[src/rtl/parallel_serializer.sv]
// parallel_serializer: valid/ready parallel word in, MSB-first serial frame out with a per-bit strobe.
// Define SERIALIZER_GAP_EN to insert GAP_CYCLES idle cycles after every frame.
//
// state    | meaning
// ---------+------------------------------------------------------------
// ST_IDLE  | no frame on the wire; loads the holding register when full
// ST_SHIFT | frame shifting out, each bit held CLKS_PER_BIT cycles
// ST_GAP   | post-frame idle gap (only with SERIALIZER_GAP_EN)
module parallel_serializer #(
    parameter int DATA_WIDTH   = 8,
    parameter int CLKS_PER_BIT = 1,
    parameter int GAP_CYCLES   = 2
) (
    input  logic                  i_clk,
    input  logic                  i_rst_n,
    input  logic [DATA_WIDTH-1:0] i_data_in,
    input  logic                  i_data_valid,
    output logic                  o_data_ready,
    output logic                  o_serial_out,
    output logic                  o_enable,
    output logic                  o_start,
    output logic                  o_busy
);

    if (DATA_WIDTH < 2) begin : g_chk_width
        $error("parallel_serializer: DATA_WIDTH must be >= 2");
    end
    if (CLKS_PER_BIT < 1) begin : g_chk_cpb
        $error("parallel_serializer: CLKS_PER_BIT must be >= 1");
    end
    if (GAP_CYCLES < 0) begin : g_chk_gap
        $error("parallel_serializer: GAP_CYCLES must be >= 0");
    end

    localparam int PHASE_W = (CLKS_PER_BIT > 1) ? $clog2(CLKS_PER_BIT) : 1;
    localparam int BIT_W   = (DATA_WIDTH > 1) ? $clog2(DATA_WIDTH) : 1;
    localparam logic [PHASE_W-1:0] PHASE_LAST = PHASE_W'(CLKS_PER_BIT - 1);
    localparam logic [BIT_W-1:0]   BIT_LAST   = BIT_W'(DATA_WIDTH - 1);

`ifdef SERIALIZER_GAP_EN
    localparam int GAP_W  = (GAP_CYCLES > 1) ? $clog2(GAP_CYCLES) : 1;
    localparam bit GAP_ON = (GAP_CYCLES > 0);
    localparam logic [GAP_W-1:0] GAP_LAST = GAP_W'((GAP_CYCLES > 0) ? GAP_CYCLES - 1 : 0);

    typedef enum logic [1:0] {
        ST_IDLE  = 2'd0,
        ST_SHIFT = 2'd1,
        ST_GAP   = 2'd2
    } state_t;

    logic [GAP_W-1:0] r_gap_left;
    logic [GAP_W-1:0] w_gap_left_nxt;
`else
    typedef enum logic {
        ST_IDLE  = 1'b0,
        ST_SHIFT = 1'b1
    } state_t;
`endif

    state_t                r_state;
    state_t                w_state_nxt;
    logic [DATA_WIDTH-1:0] r_shift;
    logic [DATA_WIDTH-1:0] w_shift_nxt;
    logic [DATA_WIDTH-1:0] r_hold;
    logic [DATA_WIDTH-1:0] w_hold_nxt;
    logic                  r_hold_full;
    logic                  w_hold_full_nxt;
    logic [PHASE_W-1:0]    r_phase_left;
    logic [PHASE_W-1:0]    w_phase_left_nxt;
    logic [BIT_W-1:0]      r_bits_left;
    logic [BIT_W-1:0]      w_bits_left_nxt;
    logic                  w_boundary;
    logic                  w_in_shift;

    always_ff @(posedge i_clk) begin
        if (!i_rst_n) begin
            r_state      <= ST_IDLE;
            r_shift      <= '0;
            r_hold       <= '0;
            r_hold_full  <= 1'b0;
            r_phase_left <= '0;
            r_bits_left  <= '0;
`ifdef SERIALIZER_GAP_EN
            r_gap_left   <= '0;
`endif
        end else begin
            r_state      <= w_state_nxt;
            r_shift      <= w_shift_nxt;
            r_hold       <= w_hold_nxt;
            r_hold_full  <= w_hold_full_nxt;
            r_phase_left <= w_phase_left_nxt;
            r_bits_left  <= w_bits_left_nxt;
`ifdef SERIALIZER_GAP_EN
            r_gap_left   <= w_gap_left_nxt;
`endif
        end
    end

    // Phase and bit counters run down; a bit starts when phase is reloaded to PHASE_LAST.
    always_comb begin
        w_state_nxt      = r_state;
        w_shift_nxt      = r_shift;
        w_hold_nxt       = r_hold;
        w_hold_full_nxt  = r_hold_full;
        w_phase_left_nxt = r_phase_left;
        w_bits_left_nxt  = r_bits_left;
`ifdef SERIALIZER_GAP_EN
        w_gap_left_nxt   = r_gap_left;
`endif
        w_boundary       = 1'b0;

        case (r_state)
            ST_IDLE: begin
                w_boundary = 1'b1;
            end
            ST_SHIFT: begin
                if (r_phase_left != '0) begin
                    w_phase_left_nxt = r_phase_left - PHASE_W'(1);
                end else if (r_bits_left != '0) begin
                    w_shift_nxt      = {r_shift[DATA_WIDTH-2:0], 1'b0};
                    w_bits_left_nxt  = r_bits_left - BIT_W'(1);
                    w_phase_left_nxt = PHASE_LAST;
                end else begin
`ifdef SERIALIZER_GAP_EN
                    if (GAP_ON) begin
                        w_state_nxt    = ST_GAP;
                        w_gap_left_nxt = GAP_LAST;
                    end else begin
                        w_boundary = 1'b1;
                    end
`else
                    w_boundary = 1'b1;
`endif
                end
            end
`ifdef SERIALIZER_GAP_EN
            ST_GAP: begin
                if (r_gap_left != '0) begin
                    w_gap_left_nxt = r_gap_left - GAP_W'(1);
                end else begin
                    w_boundary = 1'b1;
                end
            end
`endif
            default: begin
                w_state_nxt = ST_IDLE;
            end
        endcase

        // Frame boundary: reload straight from the holding register for zero-idle frames.
        if (w_boundary) begin
            if (r_hold_full) begin
                w_state_nxt      = ST_SHIFT;
                w_shift_nxt      = r_hold;
                w_hold_full_nxt  = 1'b0;
                w_phase_left_nxt = PHASE_LAST;
                w_bits_left_nxt  = BIT_LAST;
            end else begin
                w_state_nxt = ST_IDLE;
            end
        end

        if (i_data_valid && !r_hold_full) begin
            w_hold_nxt      = i_data_in;
            w_hold_full_nxt = 1'b1;
        end
    end

    assign w_in_shift   = (r_state == ST_SHIFT);
    assign o_data_ready = !r_hold_full;
    assign o_enable     = w_in_shift && (r_phase_left == PHASE_LAST);
    assign o_start      = o_enable && (r_bits_left == BIT_LAST);
    assign o_serial_out = w_in_shift && r_shift[DATA_WIDTH-1];
    assign o_busy       = (r_state != ST_IDLE) || r_hold_full;

endmodule

[config.mk]
export PLATFORM = sky130hd
export DESIGN_NAME = parallel_serializer
export DESIGN_NICKNAME = d
export VERILOG_FILES = /design/src/rtl/parallel_serializer.sv
export SDC_FILE = /design/constraint.sdc
export NUM_CORES = 1
export LEC_CHECK = 0
export BUFFER_PORTS_ARGS = -buffer_cell sky130_fd_sc_hd__buf_2
export CORE_MARGIN = 5
export CORE_UTILIZATION = 30
export CTS_CLUSTER_DIAMETER = 150
export DETAILED_ROUTE_END_ITERATION = 7
export PLACE_DENSITY_LB_ADDON = 0.08
export SYNTH_ARGS = -nofsm -noshare
export SYNTH_HDL_FRONTEND = slang
export SYNTH_SLANG_ARGS = --single-unit
[constraint.sdc]
create_clock -name i_clk -period 1.95 [get_ports i_clk]
set_input_delay 0.0975 -clock i_clk [delete_from_list [all_inputs] [get_ports i_clk]]
set_output_delay 0.0975 -clock i_clk [all_outputs]
set_load 0.02 [all_outputs]
==> impl_table.tex <==
\begin{tabular}{lr}
\hline
Metric & Value \\
\hline
\multicolumn{2}{l}{\textbf{Synthesis}} \\
Sequential cell area fraction in the yosys report & 42.8\% \\
Mean cell area of the mapped netlist & 9.10 um2 \\
Synth area leader & dfxtp\_1 \\
Number of instances in the synthesized netlist & 113 \\
Number of distinct library cells after synthesis & 31 \\
Cell area after synthesis & 0.00103 mm2 \\
Largest cells by area after synthesis & dfxtp\_1, mux2i\_1, a311oi\_1 \\
Net Count, Synth & 127 \\
Warnings from Yosys & 0 \\
Yosys reg bits & 22 \\
Area fraction of the dominant cell type after synthesis & 42.8\% \\
\multicolumn{2}{l}{\textbf{Route}} \\
Aggregate routed wire length & 2350 um \\
Pre-Repair DR Iteration Count & 4 \\
Detailed-route vias per instance & 5.14 \\
DRC violation count after routing & 0 \\
Number of antenna-violating nets in the routed design & 0 \\
Starting DRC count in detailed routing & 95 \\
WL/cell & 13.5 um \\
Via count & 895 \\
\multicolumn{2}{l}{\textbf{GRT}} \\
Vias in the first global route & 847 \\
Total congestion overflow after global routing & 0 \\
Number of antenna violations at the first check in global routing & 0 \\
Combined global-route utilization of all metal layers & 11.3\% \\
Pin count of the biggest net entering global routing & 19 \\
First-pass GRT wire length & 3990 um \\
\multicolumn{2}{l}{\textbf{Placement}} \\
Dpl ws & 252 ps \\
Estimated wirelength of the detail-placed design & 1610 um \\
Count of input and output buffers & 15 \\
RD Place Congestion & 0.677 \\
\multicolumn{2}{l}{\textbf{Floorplan}} \\
Initial Utilization & 30.8\% \\
Die area & 0.00470 mm2 \\
Die Height & 68.6 um \\
I/O Pins & 16 \\
Placeable core region & 0.00334 mm2 \\
Die X & 68.6 um \\
Num rows & 21 \\
\multicolumn{2}{l}{\textbf{Power}} \\
VDD IR max & 0.514 mV \\
Power consumption & 1.00 mW \\
Leakage power figure & 0.488 nW \\
Total power divided by cell area & 845 mW/mm2 \\
\multicolumn{2}{l}{\textbf{Setup path}} \\
End point of the critical path & r\_shift[3]\$\_SDFF\_PN0\_ \\
RR Startpoint & r\_bits\_left[0]\$\_SDFF\_PN0\_ \\
Cell count of the worst reg-to-reg path & 5 \\
Data required time of the critical path & 2170 ps \\
Kind of critical path & reg -> reg \\
Crit path max fanout & 11 \\
Reg-to-reg endpoint & r\_shift[3]\$\_SDFF\_PN0\_ \\
Minimum setup slack among reg-to-reg paths & 220 ps \\
Critical Path AT & 1950 ps \\
Category of the worst setup path launch point & flip-flop \\
Launch point of the critical path & r\_bits\_left[0]\$\_SDFF\_PN0\_ \\
Worst Setup End Kind & flip-flop \\
\multicolumn{2}{l}{\textbf{Clocking}} \\
Clock Path Buffers & 2 \\
Number of buffers added by the clock tree synthesis step & 3 \\
CTS tree & done \\
Clock transition at the registers of the reported paths & 130 ps \\
Post-CTS sizing & 0 \\
\# clock sinks & 22 \\
Skew-Pair Late Insertion Delay & 310 ps \\
Maximum level of the CTS H-tree & 1 \\
Cell at the root of the clock tree & clkbuf\_4 \\
\multicolumn{2}{l}{\textbf{Finish}} \\
Number of nets at the end of the flow & 143 \\
Area of combinational cells with multiple inputs & 520 um2 \\
Flip-flop and latch area & 440 um2 \\
Area growth, synth to finish & 15.6\% \\
Count of fill cells added during filler insertion & 388 \\
Antenna fix cells & 0 \\
Share of final-layout standard cells stronger than drive strength 1 & 20.3\% \\
\multicolumn{2}{l}{\textbf{Job}} \\
Count of max-cap constraint violations & 0 \\
\multicolumn{2}{l}{\textbf{Timing}} \\
Final setup slack of the worst path & 220 ps \\
Ratio of final minimum period to clock period & 88.7\% \\
Final number of setup-violating endpoints & 0 \\
Final Max Tran Viols & 0 \\
Maximum operating frequency & 578 MHz \\
Setup repair after global routing missed its margin & false \\
Headroom to the max-slew limit & 64.8\% \\
Clock skew after layout & 4.39 ps \\
Worst slew pin tran & 525 ps \\
Endpoints failing hold & 0 \\
Post-layout min period & 1730 ps \\
Total negative setup slack & 0 ps \\
\multicolumn{2}{l}{\textbf{Min path}} \\
Path type of the worst min-delay path & in -> reg \\
\multicolumn{2}{l}{\textbf{Outcome}} \\
Run status & complete, no violations \\
\hline
\end{tabular}
[layout by cell type, fill, tap and decap left out]
master / synthesis / routed
inv_2: 1 / 1
o211ai_1: 1 / 1
dlygate4sd3_1: 0 / 1
o311a_1: 1 / 1
nor3b_1: 1 / 1
dfxtp_1: 22 / 22
and2_1: 2 / 2
a211oi_1: 7 / 7
o21ai_0: 9 / 9
or2b_1: 2 / 2
a311oi_1: 7 / 7
mux2i_1: 8 / 8
a21o_1: 1 / 1
buf_2: 0 / 15
nor2b_1: 1 / 1
buf_4: 0 / 4
clkbuf_4: 0 / 3
nand2b_1: 1 / 1
nor2_1: 10 / 10
or3b_1: 1 / 1
o2bb2ai_1: 1 / 1
o211a_1: 1 / 1
a31oi_1: 2 / 2
nand2_1: 3 / 3
inv_1: 3 / 3
a21oi_1: 2 / 2
or2_2: 1 / 1
and2b_2: 1 / 1
or3_1: 1 / 1
clkbuf_8: 0 / 1
clkinv_1: 1 / 1
nand3_1: 9 / 9
and3_1: 1 / 1
ha_1: 3 / 3
[worst max-delay path, cell delays in order (launching register included)]
cell and delay (ps):
dfxtp_1 350, inv_1 90, ha_1 210, or3b_1 370
a21o_1 340, a311oi_1 280
[sequential cells by signal, summed over array words and instances (netlist names)]
name          count
r_phase_left      1
r_bits_left       3
r_state           1
r_shift           8
r_hold_full       1
r_hold            8
[routing by layer]
metal	track usage [%]	vias to the layer above	part of all wire, %
met3	4.05	2	5.4
met4	2.98	0	0.60
met2	17.9	21	47
met5	0	-	0
li1	-	442	-
met1	14.5	430	47
[report_power, final]
group	switching (mW)	internal [mW]	leakage (nW)	total, mW
clock network	0.143	0.114	0.0210	0.257
logic	0.142	0.0921	0.286	0.234
registers	0.0247	0.488	0.181	0.513
[repair_timing]
item	in CTS	in global routing
hold buffers	0	1
setup buffers	0	0
hold endpoints to repair	0	1
[area by class of cell]
class	count	area share, %
multi-input cells	77	43.8
flip-flops and latches	22	37.1
repair buffers	20	9.68
well taps	46	4.84
clock buffers	4	3.05
inverters	5	1.58
[metrics by stage]
stage	hold slack (ps)	instances	cell area, um2	util [%]
2_1_floorplan	218	113	1030	-
3_3_place_gp	330	169	1140	34.2
3_5_place_dp	340	169	1140	34.2
4_1_cts	8.14	173	1180	35.3
5_1_grt	1.87	174	1190	35.6
6_report	15.2	174	1190	35.6
[cell usage after synthesis]
library cell / instances
and2_1: 2
inv_1: 3
buf_6: 2
a311oi_1: 7
clkbuf_1: 7
or3b_1: 1
and3_1: 1
or2_2: 1
or2b_1: 2
ha_1: 3
o211a_1: 1
a211oi_1: 7
or3_1: 1
nor2_1: 10
o311a_1: 1
a31oi_1: 2
inv_2: 1
nand2b_1: 1
o2bb2ai_1: 1
a21o_1: 1
a21oi_1: 2
o211ai_1: 1
nor2b_1: 1
nand2_1: 3
nand3_1: 9
clkinv_1: 1
mux2i_1: 8
nor3b_1: 1
dfxtp_1: 22
o21ai_0: 9
and2b_2: 1
[kinds of logic after synthesis]
kind of cell | share of synthesized area (%)
simple gates | 17.3
fa+ha+maj | 3.65
flops | 42.8
compound gates | 21.9
mux | 7.79
buf+inv | 6.57
[how the worst min path moves through the flow]
stage | start | endpoint | slack, ps | cells past startpoint
3_3_place_gp | i_data_in[7] | r_hold[7]$_SDFFE_PN0P_ | 330 | 3
2_1_floorplan | i_rst_n | r_phase_left$_SDFF_PN0_ | 220 | 2
5_1_grt | i_data_in[5] | r_hold[5]$_SDFFE_PN0P_ | 2 | 3
6_report | i_data_in[3] | r_hold[3]$_SDFFE_PN0P_ | 20 | 3
3_5_place_dp | i_data_valid | r_hold_full$_SDFFE_PN0P_ | 340 | 2
4_1_cts | i_data_valid | r_hold_full$_SDFFE_PN0P_ | 8 | 2
(Power assumes the default switching activity.)
